### src/rtl/profiler_frame_tx_pkg.sv
// rtl/profiler_frame_tx_pkg.sv - shared types and constants for the profiler frame transmitter
// Purpose: transmit FSM state encoding, default frame sync bytes, frame length helper.
// Ports: none (package).
package profiler_frame_tx_pkg;

  typedef enum logic [2:0] {
    S_IDLE,
    S_SYNC0,
    S_SYNC1,
    S_SEQ,
    S_COUNT,
    S_PAYLOAD,
    S_CHK
  } tx_state_t;

  localparam logic [7:0] DEF_SYNC0 = 8'hA5;
  localparam logic [7:0] DEF_SYNC1 = 8'h5A;

  // Bytes on the wire for one frame: two sync, seq, count, payload, checksum.
  function automatic int frame_len(input int n, input int cw);
    return 5 + n * cw / 8;
  endfunction

endpackage

### src/rtl/profiler_frame_tx_if.sv
// rtl/profiler_frame_tx_if.sv - valid/ready byte stream carrying profiler frames
// Purpose: groups the outgoing byte handshake.
// Ports: tx_data (byte), tx_valid (byte valid), tx_ready (sink accepts).
//   master: frame source; slave: byte sink (e.g. UART transmitter).
interface profiler_frame_tx_if;
  logic [7:0] tx_data;
  logic       tx_valid;
  logic       tx_ready;

  modport master (output tx_data, output tx_valid, input tx_ready);
  modport slave  (input tx_data, input tx_valid, output tx_ready);
endinterface

### src/rtl/profiler_frame_tx.sv
// rtl/profiler_frame_tx.sv - captures a counter snapshot bank and serialises it as a framed byte stream
// Purpose: on a snapshot pulse latch the whole counter bank and send
//   SYNC0 SYNC1 SEQ N counter0..counterN-1 (little-endian) CHK, CHK = XOR of SEQ..last payload byte.
// Ports:
//   clk, rst_n         clock, asynchronous active-low reset
//   enable             low: no new frames; statistics cleared once idle
//   snapshot_valid     one-cycle pulse, counters_in holds a fresh snapshot
//   counters_in        counter i at [i*COUNTER_WIDTH +: COUNTER_WIDTH]
//   tx                 outgoing byte stream (master side)
//   busy               frame in flight (latch until checksum accepted)
//   frame_count        frames fully sent, wraps
//   dropped_snapshots  snapshots ignored while busy, saturates
module profiler_frame_tx
  import profiler_frame_tx_pkg::*;
#(
  parameter int         NUM_COUNTERS  = 8,
  parameter int         COUNTER_WIDTH = 32,
  parameter logic [7:0] SYNC0         = DEF_SYNC0,
  parameter logic [7:0] SYNC1         = DEF_SYNC1
) (
  input  logic                                  clk,
  input  logic                                  rst_n,
  input  logic                                  enable,
  input  logic                                  snapshot_valid,
  input  logic [NUM_COUNTERS*COUNTER_WIDTH-1:0] counters_in,
  profiler_frame_tx_if.master                   tx,
  output logic                                  busy,
  output logic [15:0]                           frame_count,
  output logic [15:0]                           dropped_snapshots
);

  localparam int BANK_W = NUM_COUNTERS * COUNTER_WIDTH;
  localparam int NBYTES = BANK_W / 8;
  localparam int BIW    = (NBYTES > 1) ? $clog2(NBYTES) : 1;
  localparam logic [BIW-1:0] LAST_IDX   = BIW'(NBYTES - 1);
  localparam logic [7:0]     COUNT_BYTE = 8'(NUM_COUNTERS);

  tx_state_t          state_q, state_d;
  logic [BANK_W-1:0]  bank_q, bank_d;
  logic [BIW-1:0]     idx_q, idx_d;
  logic [7:0]         seq_q, seq_d;
  logic [7:0]         chk_q, chk_d;
  logic [15:0]        frame_count_q, frame_count_d;
  logic [15:0]        dropped_q, dropped_d;

  logic               accept;
  logic [7:0]         cur_byte;
  logic [BIW+2:0]     bit_sel;

  assign tx.tx_valid       = (state_q != S_IDLE);
  assign tx.tx_data        = cur_byte;
  assign busy              = (state_q != S_IDLE);
  assign frame_count       = frame_count_q;
  assign dropped_snapshots = dropped_q;
  assign accept            = tx.tx_valid & tx.tx_ready;

  // Byte presented in the current state; zero while idle.
  always_comb begin
    bit_sel  = {idx_q, 3'b000};
    cur_byte = 8'h00;
    case (state_q)
      S_SYNC0:   cur_byte = SYNC0;
      S_SYNC1:   cur_byte = SYNC1;
      S_SEQ:     cur_byte = seq_q;
      S_COUNT:   cur_byte = COUNT_BYTE;
      S_PAYLOAD: cur_byte = bank_q[bit_sel +: 8];
      S_CHK:     cur_byte = chk_q;
      default:   cur_byte = 8'h00;
    endcase
  end

  always_comb begin
    state_d       = state_q;
    bank_d        = bank_q;
    idx_d         = idx_q;
    seq_d         = seq_q;
    chk_d         = chk_q;
    frame_count_d = frame_count_q;
    dropped_d     = dropped_q;

    case (state_q)
      S_IDLE: begin
        if (enable && snapshot_valid) begin
          bank_d  = counters_in;
          state_d = S_SYNC0;
        end else if (!enable) begin
          frame_count_d = 16'h0000;
          dropped_d     = 16'h0000;
          seq_d         = 8'h00;
        end
      end
      S_SYNC0: if (accept) state_d = S_SYNC1;
      S_SYNC1: if (accept) state_d = S_SEQ;
      S_SEQ: if (accept) begin
        chk_d   = chk_q ^ seq_q;
        state_d = S_COUNT;
      end
      S_COUNT: if (accept) begin
        chk_d   = chk_q ^ COUNT_BYTE;
        idx_d   = '0;
        state_d = S_PAYLOAD;
      end
      S_PAYLOAD: if (accept) begin
        chk_d = chk_q ^ cur_byte;
        if (idx_q == LAST_IDX) state_d = S_CHK;
        else                   idx_d   = idx_q + BIW'(1);
      end
      S_CHK: if (accept) begin
        frame_count_d = frame_count_q + 16'd1;
        seq_d         = seq_q + 8'd1;
        chk_d         = 8'h00;
        state_d       = S_IDLE;
        // A snapshot arriving as the checksum leaves starts the next frame directly.
        if (enable && snapshot_valid) begin
          bank_d  = counters_in;
          state_d = S_SYNC0;
        end
      end
      default: state_d = S_IDLE;
    endcase

    if ((state_q != S_IDLE) && enable && snapshot_valid &&
        !((state_q == S_CHK) && accept) && (dropped_q != 16'hFFFF))
      dropped_d = dropped_q + 16'd1;
  end

  always_ff @(posedge clk or negedge rst_n) begin
    if (!rst_n) begin
      state_q       <= S_IDLE;
      bank_q        <= '0;
      idx_q         <= '0;
      seq_q         <= 8'h00;
      chk_q         <= 8'h00;
      frame_count_q <= 16'h0000;
      dropped_q     <= 16'h0000;
    end else begin
      state_q       <= state_d;
      bank_q        <= bank_d;
      idx_q         <= idx_d;
      seq_q         <= seq_d;
      chk_q         <= chk_d;
      frame_count_q <= frame_count_d;
      dropped_q     <= dropped_d;
    end
  end

endmodule

### src/flat_wrapper.sv
// flat-port wrapper written by rule: the top's interface ports become plain ports
module profiler_frame_tx_flat import profiler_frame_tx_pkg::*;
#(
  parameter int         NUM_COUNTERS  = 8,
  parameter int         COUNTER_WIDTH = 32,
  parameter logic [7:0] SYNC0         = DEF_SYNC0,
  parameter logic [7:0] SYNC1         = DEF_SYNC1
)
  (clk, rst_n, enable, snapshot_valid, counters_in, busy, frame_count, dropped_snapshots, tx_tx_data, tx_tx_valid, tx_tx_ready);
  profiler_frame_tx_if tx_i ();
  input  logic clk;
  input  logic rst_n;
  input  logic enable;
  input  logic snapshot_valid;
  input  logic [NUM_COUNTERS*COUNTER_WIDTH-1:0] counters_in;
  output logic busy;
  output logic [15:0] frame_count;
  output logic [15:0] dropped_snapshots;
  output wire logic [$bits(tx_i.tx_data)-1:0] tx_tx_data;
  output wire logic [$bits(tx_i.tx_valid)-1:0] tx_tx_valid;
  input wire logic [$bits(tx_i.tx_ready)-1:0] tx_tx_ready;
  assign tx_tx_data = tx_i.tx_data;
  assign tx_tx_valid = tx_i.tx_valid;
  assign tx_i.tx_ready = tx_tx_ready;
  profiler_frame_tx #(.NUM_COUNTERS(NUM_COUNTERS), .COUNTER_WIDTH(COUNTER_WIDTH), .SYNC0(SYNC0), .SYNC1(SYNC1)) u_core (.clk(clk), .rst_n(rst_n), .enable(enable), .snapshot_valid(snapshot_valid), .counters_in(counters_in), .tx(tx_i), .busy(busy), .frame_count(frame_count), .dropped_snapshots(dropped_snapshots));
endmodule
### config.mk
export PLATFORM = sky130hd
export DESIGN_NAME = profiler_frame_tx_flat
export DESIGN_NICKNAME = d
export VERILOG_FILES = /design/src/rtl/profiler_frame_tx_pkg.sv /design/src/rtl/profiler_frame_tx_if.sv /design/src/rtl/profiler_frame_tx.sv /design/src/flat_wrapper.sv
export SDC_FILE = /design/constraint.sdc
export NUM_CORES = 1
export LEC_CHECK = 0
export BUFFER_PORTS_ARGS = -buffer_cell sky130_fd_sc_hd__clkbuf_2
export CORE_MARGIN = 1
export CORE_UTILIZATION = 40
export DETAILED_ROUTE_END_ITERATION = 8
export PLACE_DENSITY = 0.62
export SLEW_MARGIN = 25
export SYNTH_ARGS = -nofsm -noshare
export SYNTH_HDL_FRONTEND = slang
export SYNTH_SLANG_ARGS = --single-unit
### constraint.sdc
create_clock -name clk -period 2.8 [get_ports clk]
set_input_delay 0.14 -clock clk [delete_from_list [all_inputs] [get_ports clk]]
set_output_delay 0.14 -clock clk [all_outputs]
set_load 0.005 [all_outputs]
# Word-level counts from Yosys, hierarchy flattened
# Index checks and enable logic that the tools add are counted.
[totals] regBits=312 out_inout_bits=42
[op_classes] addsub=4 eq_ne=21 shifts=1 muxes=33 bitwise_logic=5 reduce_logical=21
[ops] op="$mux 256" n=2
[ops] op="$pmux 256 s2" n=1
[ops] op="$shiftx 256x9->8" n=1
[ops] op="$mux 16" n=5
[ops] op="$mux 8" n=6
[ops] op="$pmux 8 s6" n=1
[ops] op="$add 16x1->16 const B" n=2
[ops] op="$pmux 16 s2" n=1
[ops] op="$pmux 8 s4" n=1
[ops] op="$mux 3" n=8
[ops] op="$pmux 3 s7" n=1
[ops] op="$ne 2x1->1 const B" n=9
[ops] op="$ne 16x16->1 const B" n=1
[ops] op="$pmux 8 s2" n=1
[ops] op="$xor 8x8->8" n=2
[ops] op="$mux 5" n=3
[ops] op="$pmux 5 s2" n=1
[ops] op="$reduce_and 5->1" n=2
[ops] op="$eq 3x3->1 const B" n=3
[ops] op="$add 8x1->8 const B" n=1
[ops] op="$ne 2x2->1 const B" n=4
[ops] op="$reduce_and 4->1" n=2
[ops] op="$reduce_and 8->1" n=1
[ops] op="$eq 3x2->1 const B" n=2
[ops] op="other kinds (15)" n=24

# Longest topological paths before layout
# Gate-level depths: netlist of the first run.
[logic_depth] ltp_word=8 ltp_mapped=8 mapped_depth_nobuf=6

# Worst setup path after synthesis of the first run
# OpenSTA, ideal clock, no wires.
[synth_path] path_type="reg2reg" from="reg u_core.idx_q[0]" to="reg u_core.chk_q[3]" arrival_ns=1.785 required_time_ns=2.667 setup_slack_ns=0.883 path_stages_with_launch=9 n_path_buf=3 cell_sequence="dfrtp_1 -> buf_6 -> buf_6 -> buf_6 -> mux2_4 -> a221oi_1 -> a31oi_1 -> mux2i_1 -> nand4b_1"
[synth_between] elab_chain_cells=5
[synth_rtl] element="start, declared" line_no="profiler_frame_tx.sv:40" source="logic [BIW-1:0] idx_q, idx_d;"
[synth_rtl] element="start signal, assigned" line_no="profiler_frame_tx.sv:139" source="idx_q <= idx_d;"
[synth_rtl] element="$shiftx 256x9->8" line_no="profiler_frame_tx.sv:66" source="S_PAYLOAD: cur_byte = bank_q[bit_sel +: 8];"
[synth_rtl] element="$pmux 8 s6" line_no="profiler_frame_tx.sv:61" source="case (state_q)"
[synth_rtl] element="$xor 8x8->8" line_no="profiler_frame_tx.sv:104" source="chk_d = chk_q ^ cur_byte;"
[synth_rtl] element="$mux 8" line_no="profiler_frame_tx.sv:103" source="S_PAYLOAD: if (accept) begin"
[synth_rtl] element="$pmux 8 s4" line_no="profiler_frame_tx.sv:81" source="case (state_q)"
[synth_rtl] element="end signal, assigned" line_no="profiler_frame_tx.sv:141" source="chk_q <= chk_d;"
[synth_rtl] element="end, declared" line_no="profiler_frame_tx.sv:42" source="logic [7:0] chk_q, chk_d;"
# No other way between the ends. The select of a mux whose other input is x is not followed.
# A chain may end at the register's enable or synchronous reset.

# Worst setup path after layout of the first run
[layout_path] from="reg u_core.idx_q[0]" to="out tx_tx_data[3]"
[layout_between] elab_chain_cells=2
[layout_rtl] element="$shiftx 256x9->8" line_no="profiler_frame_tx.sv:66"
[layout_rtl] element="$pmux 8 s6" line_no="profiler_frame_tx.sv:61"
[layout_rtl] element="end, declared" line_no="flat_wrapper.sv:19" source="output wire logic [$bits(tx_i.tx_data)-1:0] tx_tx_data;"
# No other way between the ends.

==> results of run 1 <==
per-stage QoR:
stage | cell area, um^2 | setup slack [ps] | cells | power (mW)
2_1_floorplan | 15200 | 883 | 1122 | 11.5
3_3_place_gp | 17200 | 202 | 1885 | 13.2
3_5_place_dp | 17200 | 245 | 1885 | 13.4
4_1_cts | 22000 | -49.7 | 2253 | 20.0
5_1_grt | 22000 | -160 | 2256 | 21.0
6_report | 22000 | -50.5 | 2256 | 20.0
layout by cell type (no fill, tap or decap), types with 5 or more instances in the layout:
master	n
mux2i_1	31
nand4_1	9
o21ai_0	19
or3_1	13
clkbuf_1	6
nor2_1	25
dlygate4sd3_1	259
diode_2	6
mux4_2	48
o21ai_1	7
mux2_2	6
clkbuf_16	39
mux2_1	268
clkinv_2	5
clkbuf_8	9
buf_12	13
nor3_1	5
xnor2_1	10
ha_1	5
nor4_1	7
and3_1	12
nand2_2	9
o211ai_1	9
nand3_1	24
mux2i_4	6
buf_4	40
a311oi_1	5
buf_16	11
dfrtp_1	308
nand2_1	50
inv_1	19
a21oi_1	25
a221oi_4	5
a22oi_2	6
o2111ai_1	5
clkbuf_2	300
routing by layer:
| layer | routed length, um | vias to the layer above | global-route usage (%) |
|---|---|---|---|
| li1 | - | 5371 | - |
| met1 | 19700 | 6098 | 32.0 |
| met2 | 23100 | 428 | 40.2 |
| met3 | 2630 | 124 | 4.83 |
| met4 | 2100 | 0 | 11.5 |
| met5 | 0 | - | 0 |
worst paths after layout:
path	depth (start not counted)	endpoint	slack, ps	from
worst max-delay path	9	tx_tx_data[3]	-50	u_core.idx_q[0]$_DFFE_PN0P_
worst min-delay path	4	u_core.seq_q[5]$_DFFE_PN0P_	100	enable
worst max register to register	12	u_core.chk_q[7]$_DFFE_PN0P_	60	u_core.idx_q[0]$_DFFE_PN0P_
worst min register to register	1	u_core.bank_q[97]$_DFFE_PN0P_	480	u_core.bank_q[97]$_DFFE_PN0P_
max in group asynchronous	3	u_core.bank_q[51]$_DFFE_PN0P_	1660	rst_n
min in group asynchronous	2	u_core.bank_q[127]$_DFFE_PN0P_	180	rst_n
power by group:
part           switching [mW]  total [mW]  internal [mW]
clock network            1.95        4.98           3.03
registers                1.22        7.72           6.50
logic                    3.30        7.29           3.99
total                    6.47        20.0           13.5
kinds of logic after synthesis:
logic type	synth area share, %
AND/OR/NAND/NOR	6.68
XOR/XNOR	0.807
flip-flops	51.4
AO/OA/AOI/OAI	6.73
multiplexers	30.0
buffers and inverters	3.98
adder cells (fa/ha/maj)	0.412
cell type report:
| type | count | area, um^2 | share of cell area, % |
|---|---|---|---|
| antenna | 6 | 15.0 | 0.0683 |
| clock buffer | 53 | 1100 | 4.99 |
| clock inverter | 13 | 175 | 0.796 |
| inverter | 20 | 75.1 | 0.341 |
| multi-input combinational | 711 | 7130 | 32.4 |
| sequential | 312 | 7820 | 35.5 |
| tap | 511 | 639 | 2.91 |
| timing repair buffer | 630 | 5050 | 23.0 |
worst max-delay path, cell delays in order, from the launching register on:
cell and delay, ps:
dfrtp_4 530, buf_12 160, buf_12 120, buf_16 130
mux4_2 550, a22oi_2 240, a31oi_2 150, nand2_1 80
nand2_1 60, clkbuf_2 140
state kept, by name, summed over array words and instances (netlist names):
name / count
u_core.chk_q: 8
u_core.bank_q: 256
u_core.dropped_snapshots: 16
u_core.state_q: 3
u_core.frame_count: 16
u_core.seq_q: 8
u_core.idx_q: 5
timing repair:
action	4_1_cts	5_1_grt
buffers inserted	33	0
setup endpoints to repair	8	10
gates cloned	10	1
pin swaps	33	13
gates resized for setup	73	9
hold endpoints to repair	316	0
hold buffers	259	0
==> metrics.txt, run 1 <==
Routed WL per cell=roughly 21 um; crit share post-route=102%; worst endpoint data arrival time=2710 ps; H-Tree Depth=2; Synth top cells by count=312 x dfrtp_1, 272 x mux2_1, 58 x nand2_1; maximum clock rate=351 MHz; CP Capture Type=primary output; Synth Area per Inst=between 10 and 15 um^2; Die Ht=197 um; CTS max path bufs=3; clock slew at reported path FFs=60 ps; class of the worst hold path=in2reg; share of cells above drive strength 1=31.7%; gr ovfl total=0; Num CTS Buffers=37; WHS=102 ps; setup violators final=6; EDFF count, synth=0; initial antenna violation count=6; count of input and output buffers=around 300; Vias=12000; Synth Flop Type=dfrtp_1; Layout Nets=just under 2000; Cell Pwr Density=909 nW/um^2; GRT Total Usage=24.8%; post-synth cell types=67; die area=between 30000 and 40000 um^2; hpwl dp=30500 um; CTS tree=done; Avg Vias per Cell=about 5.3; Final Max Tran Viols=0; number of global-route vias before repair=12800; ys async rst share=100%; initial DRC count=approximately 670; # fillers=3017; Clock Latency Late Sink=540 ps; RSZ-0062 raised after global routing=yes; area grow syn2layout=44.7%; CP Class=reg2out; status=finished, violations left; normalized max-slew margin=44.1%; sequential share of the synthesized area=51.4%; Cell Area, Synth=15200 um^2; Starting Density=40.5%; maximum vdd ir drop=between 500 and 600 uV; die width=between 150 and 200 um; largest net degree at the start of global routing=~80; Synth area leader=dfrtp_1; CTS sink count=312; post-route ant nets=0; startpoint class of the critical path=register; core area=37500 um^2; Clock Skew=26.0 ps; crit path max fanout=6; yosys warns=0; MaxCap Viol Count=0; number of remaining DRC errors=0; worst-margin pin slew=835 ps; Layout Utilization=58.7%; most common cell in the netlist=dfrtp_1; setup slack after layout=-50.5 ps; First-pass DRT Iterations=6; Static Leak=around 9.6 nW; global-route wire length before repair=~74000 um; root buffer cell=clkbuf_16; final critical-path required period=2850 ps; leading post-synthesis cells by cell area=dfrtp_1 51%, mux2_1 20%, mux4_2 7.1%; TNS Setup=-154 ps; flop and latch count out of synthesis=312; final WL=47500 um; area share of the largest cell type after synthesis=between 50% and 60%; Syn Nets=1388; Routability Congestion=0.874; row count=71; IO Pins=303; post-synthesis cell count=roughly 1100; final hold vios=0; CP Data Required Time=2660 ps; violated checks=negative setup slack
(Power assumes the default switching activity.)
==> inputs of run 2 (changes only) <==
Settings changed: CELL_PAD_IN_SITES_DETAIL_PLACEMENT from default to 0, CELL_PAD_IN_SITES_GLOBAL_PLACEMENT from default to 1, PLACE_DENSITY 0.62 to 0.74.
Clock period 2.8 ns to 3.1 ns, I/O delays scaled along.
==> run 2 against run 1 <==
  * Highest routed layer unchanged
  * Clock power fell by 12%
  * Sequential cell count did not move
  * Largest cell class unchanged
  * Clock skew fell by 17 ps
  * Via count fell by 2.5%
  * Die area did not move
  * Combinational power fell by 25%
  * The run now ends clean
  * Count of clock-buffer cells in the layout rose by 2
  * First-iteration DRC count fell by 13%
==> metrics.txt, run 2 (same netlist as run 1, synthesis figures left out) <==
die width=197 um; Vias=approximately 12000; Hold Crit Start=enable; CTS max path bufs=3; final hold vios=0; Final Max Tran Viols=0; multi-input logic area=a little under 7000 um^2; count of input and output buffers=302; CP max stage delay=600 ps; max reg flops=256; TNS Setup=0 ps; IO Pins=303; gr ovfl total=0; Register-to-Register Setup Slack=710 ps; hold worst-path end=u_core.dropped_snapshots[14]$_DFFE_PN0P_; initial antenna violation count=3; initial DRC count=just under 600; die area=38800 um^2; global-route wire length before repair=roughly 70000 um; clock slew at reported path FFs=60 ps; CP Capture Type=primary output; reg2reg end=u_core.dropped_snapshots[3]$_DFFE_PN0P_; setup violators final=0; cell family with most CP delay=compound AO/OA/AOI/OAI gates; number of global-route vias before repair=about 12000; Avg Vias per Cell=about 5.3; Hold Path Cell Cnt=3; core area=37500 um^2; Placed Instances=1893; crit share post-route=95.5%; maximum vdd ir drop=between 400 and 500 uV; number of remaining DRC errors=0; Clock Latency Late Sink=550 ps; class of the worst hold path=in2reg; post-route ant nets=0; Layout Utilization=56.4%; # fillers=3107; largest net degree at the start of global routing=~100; MaxCap Viol Count=0; GRT Total Usage=about a quarter; maximum clock rate=338 MHz; status=finished clean; Starting Density=around two fifths; final std cells w/o fill=~2200; row count=between 70 and 80; Clock Skew=a little over 9 ps; root buffer cell=clkbuf_16; CP cell instances=buf_6 > mux2_1 > a221oi_1 > a31o_1 > or2_1 > o21ai_1 > clkbuf_2; Cell Pwr Density=796 nW/um^2; Die Ht=197 um; H-Tree Depth=2; RSZ-0062 raised after global routing=no; share of cells above drive strength 1=between 20% and 30%; CP Class=reg2out; Routability Congestion=about 0.86; area grow syn2layout=39.2%; First-pass DRT Iterations=5; crit path max fanout=11; sequential cell area=a little under 8000 um^2; CTS sink count=312; WHS=45.3 ps; Area after DPL=roughly 17000 um^2; final WL=~46000 um; WP buf/inv=2; commonest cells after routing, fill and taps aside=309 x dfrtp_1, 301 x clkbuf_2, 272 x mux2_1; FF-to-FF Start=u_core.dropped_snapshots[1]$_DFFE_PN0P_; Routed WL per cell=20.6 um; worst-margin pin slew=758 ps; Layout Nets=between 1500 and 2000; Reg2Reg Depth=7; final critical-path required period=2960 ps; Num CTS Buffers=37; Slowest cell on crit path=a221oi_1; startpoint class of the critical path=register; worst endpoint data arrival time=2800 ps; CTS tree=done; hpwl dp=a little over 30000 um; CP Data Required Time=a little under 3000 ps; normalized max-slew margin=49.5%; Static Leak=about 9.3 nW; commonest non-fill, non-tap cell in the layout=dfrtp_1; Largest Register=u_core.bank_q; final instance area=roughly 21000 um^2
run 2: cell type report:
cell class / instances / share of cell area [%]
inverter: 20 / 0.355
multi-input combinational: 711 / 32.2
antenna: 3 / 0.0355
timing repair buffer: 600 / 21.7
clock buffer: 55 / 5.22
clock inverter: 8 / 0.580
sequential: 312 / 36.9
tap: 511 / 3.02
run 2: through the flow:
step	power, mW	setup slack (ps)
6_report	16.8	140
4_1_cts	17.0	58.9
2_1_floorplan	10.4	1180
5_1_grt	17.8	4.40
3_3_place_gp	12.0	440
3_5_place_dp	12.2	436
run 2: per-layer routing:
metal	routed length (um)	global-route usage, %	vias up
li1	-	-	5307
met1	19100	31.2	5930
met2	22300	39.6	388
met3	2530	4.43	99
met4	1800	10.6	0
met5	0	0	-
run 2: repair_timing:
action                                 CTS  global route
setup endpoints to repair                8             3
resized for setup                        1             3
pin swaps                                0             0
endpoints found under the hold margin  327             0
setup buffers                            3             0
hold buffers                           258             0
run 2: worst register-to-register path, stage by stage (launching register included):
cell and delay [ps]:
dfrtp_1 400, ha_1 260, nand2_1 120, nor3_2 490, a41oi_4 360, buf_4 280
or2_1 230, a31oi_1 170
run 2: how the worst max path moves through the flow:
stage	endpoint	slack (ps)	cells after the start	start
2_1_floorplan	u_core.chk_q[3]$_DFFE_PN0P_	1180	8	u_core.idx_q[0]$_DFFE_PN0P_
3_3_place_gp	tx_tx_data[5]	440	7	u_core.idx_q[0]$_DFFE_PN0P_
3_5_place_dp	tx_tx_data[5]	440	7	u_core.idx_q[0]$_DFFE_PN0P_
4_1_cts	tx_tx_data[5]	60	6	u_core.idx_q[3]$_DFFE_PN0P_
5_1_grt	tx_tx_data[0]	4	7	u_core.idx_q[1]$_DFFE_PN0P_
6_report	tx_tx_data[4]	140	7	u_core.idx_q[0]$_DFFE_PN0P_
run 2: report_power, final:
| part | internal (mW) | switching (mW) |
|---|---|---|
| Sequential | 5.87 | 1.11 |
| Clock | 2.64 | 1.75 |
| Combinational | 3.01 | 2.45 |
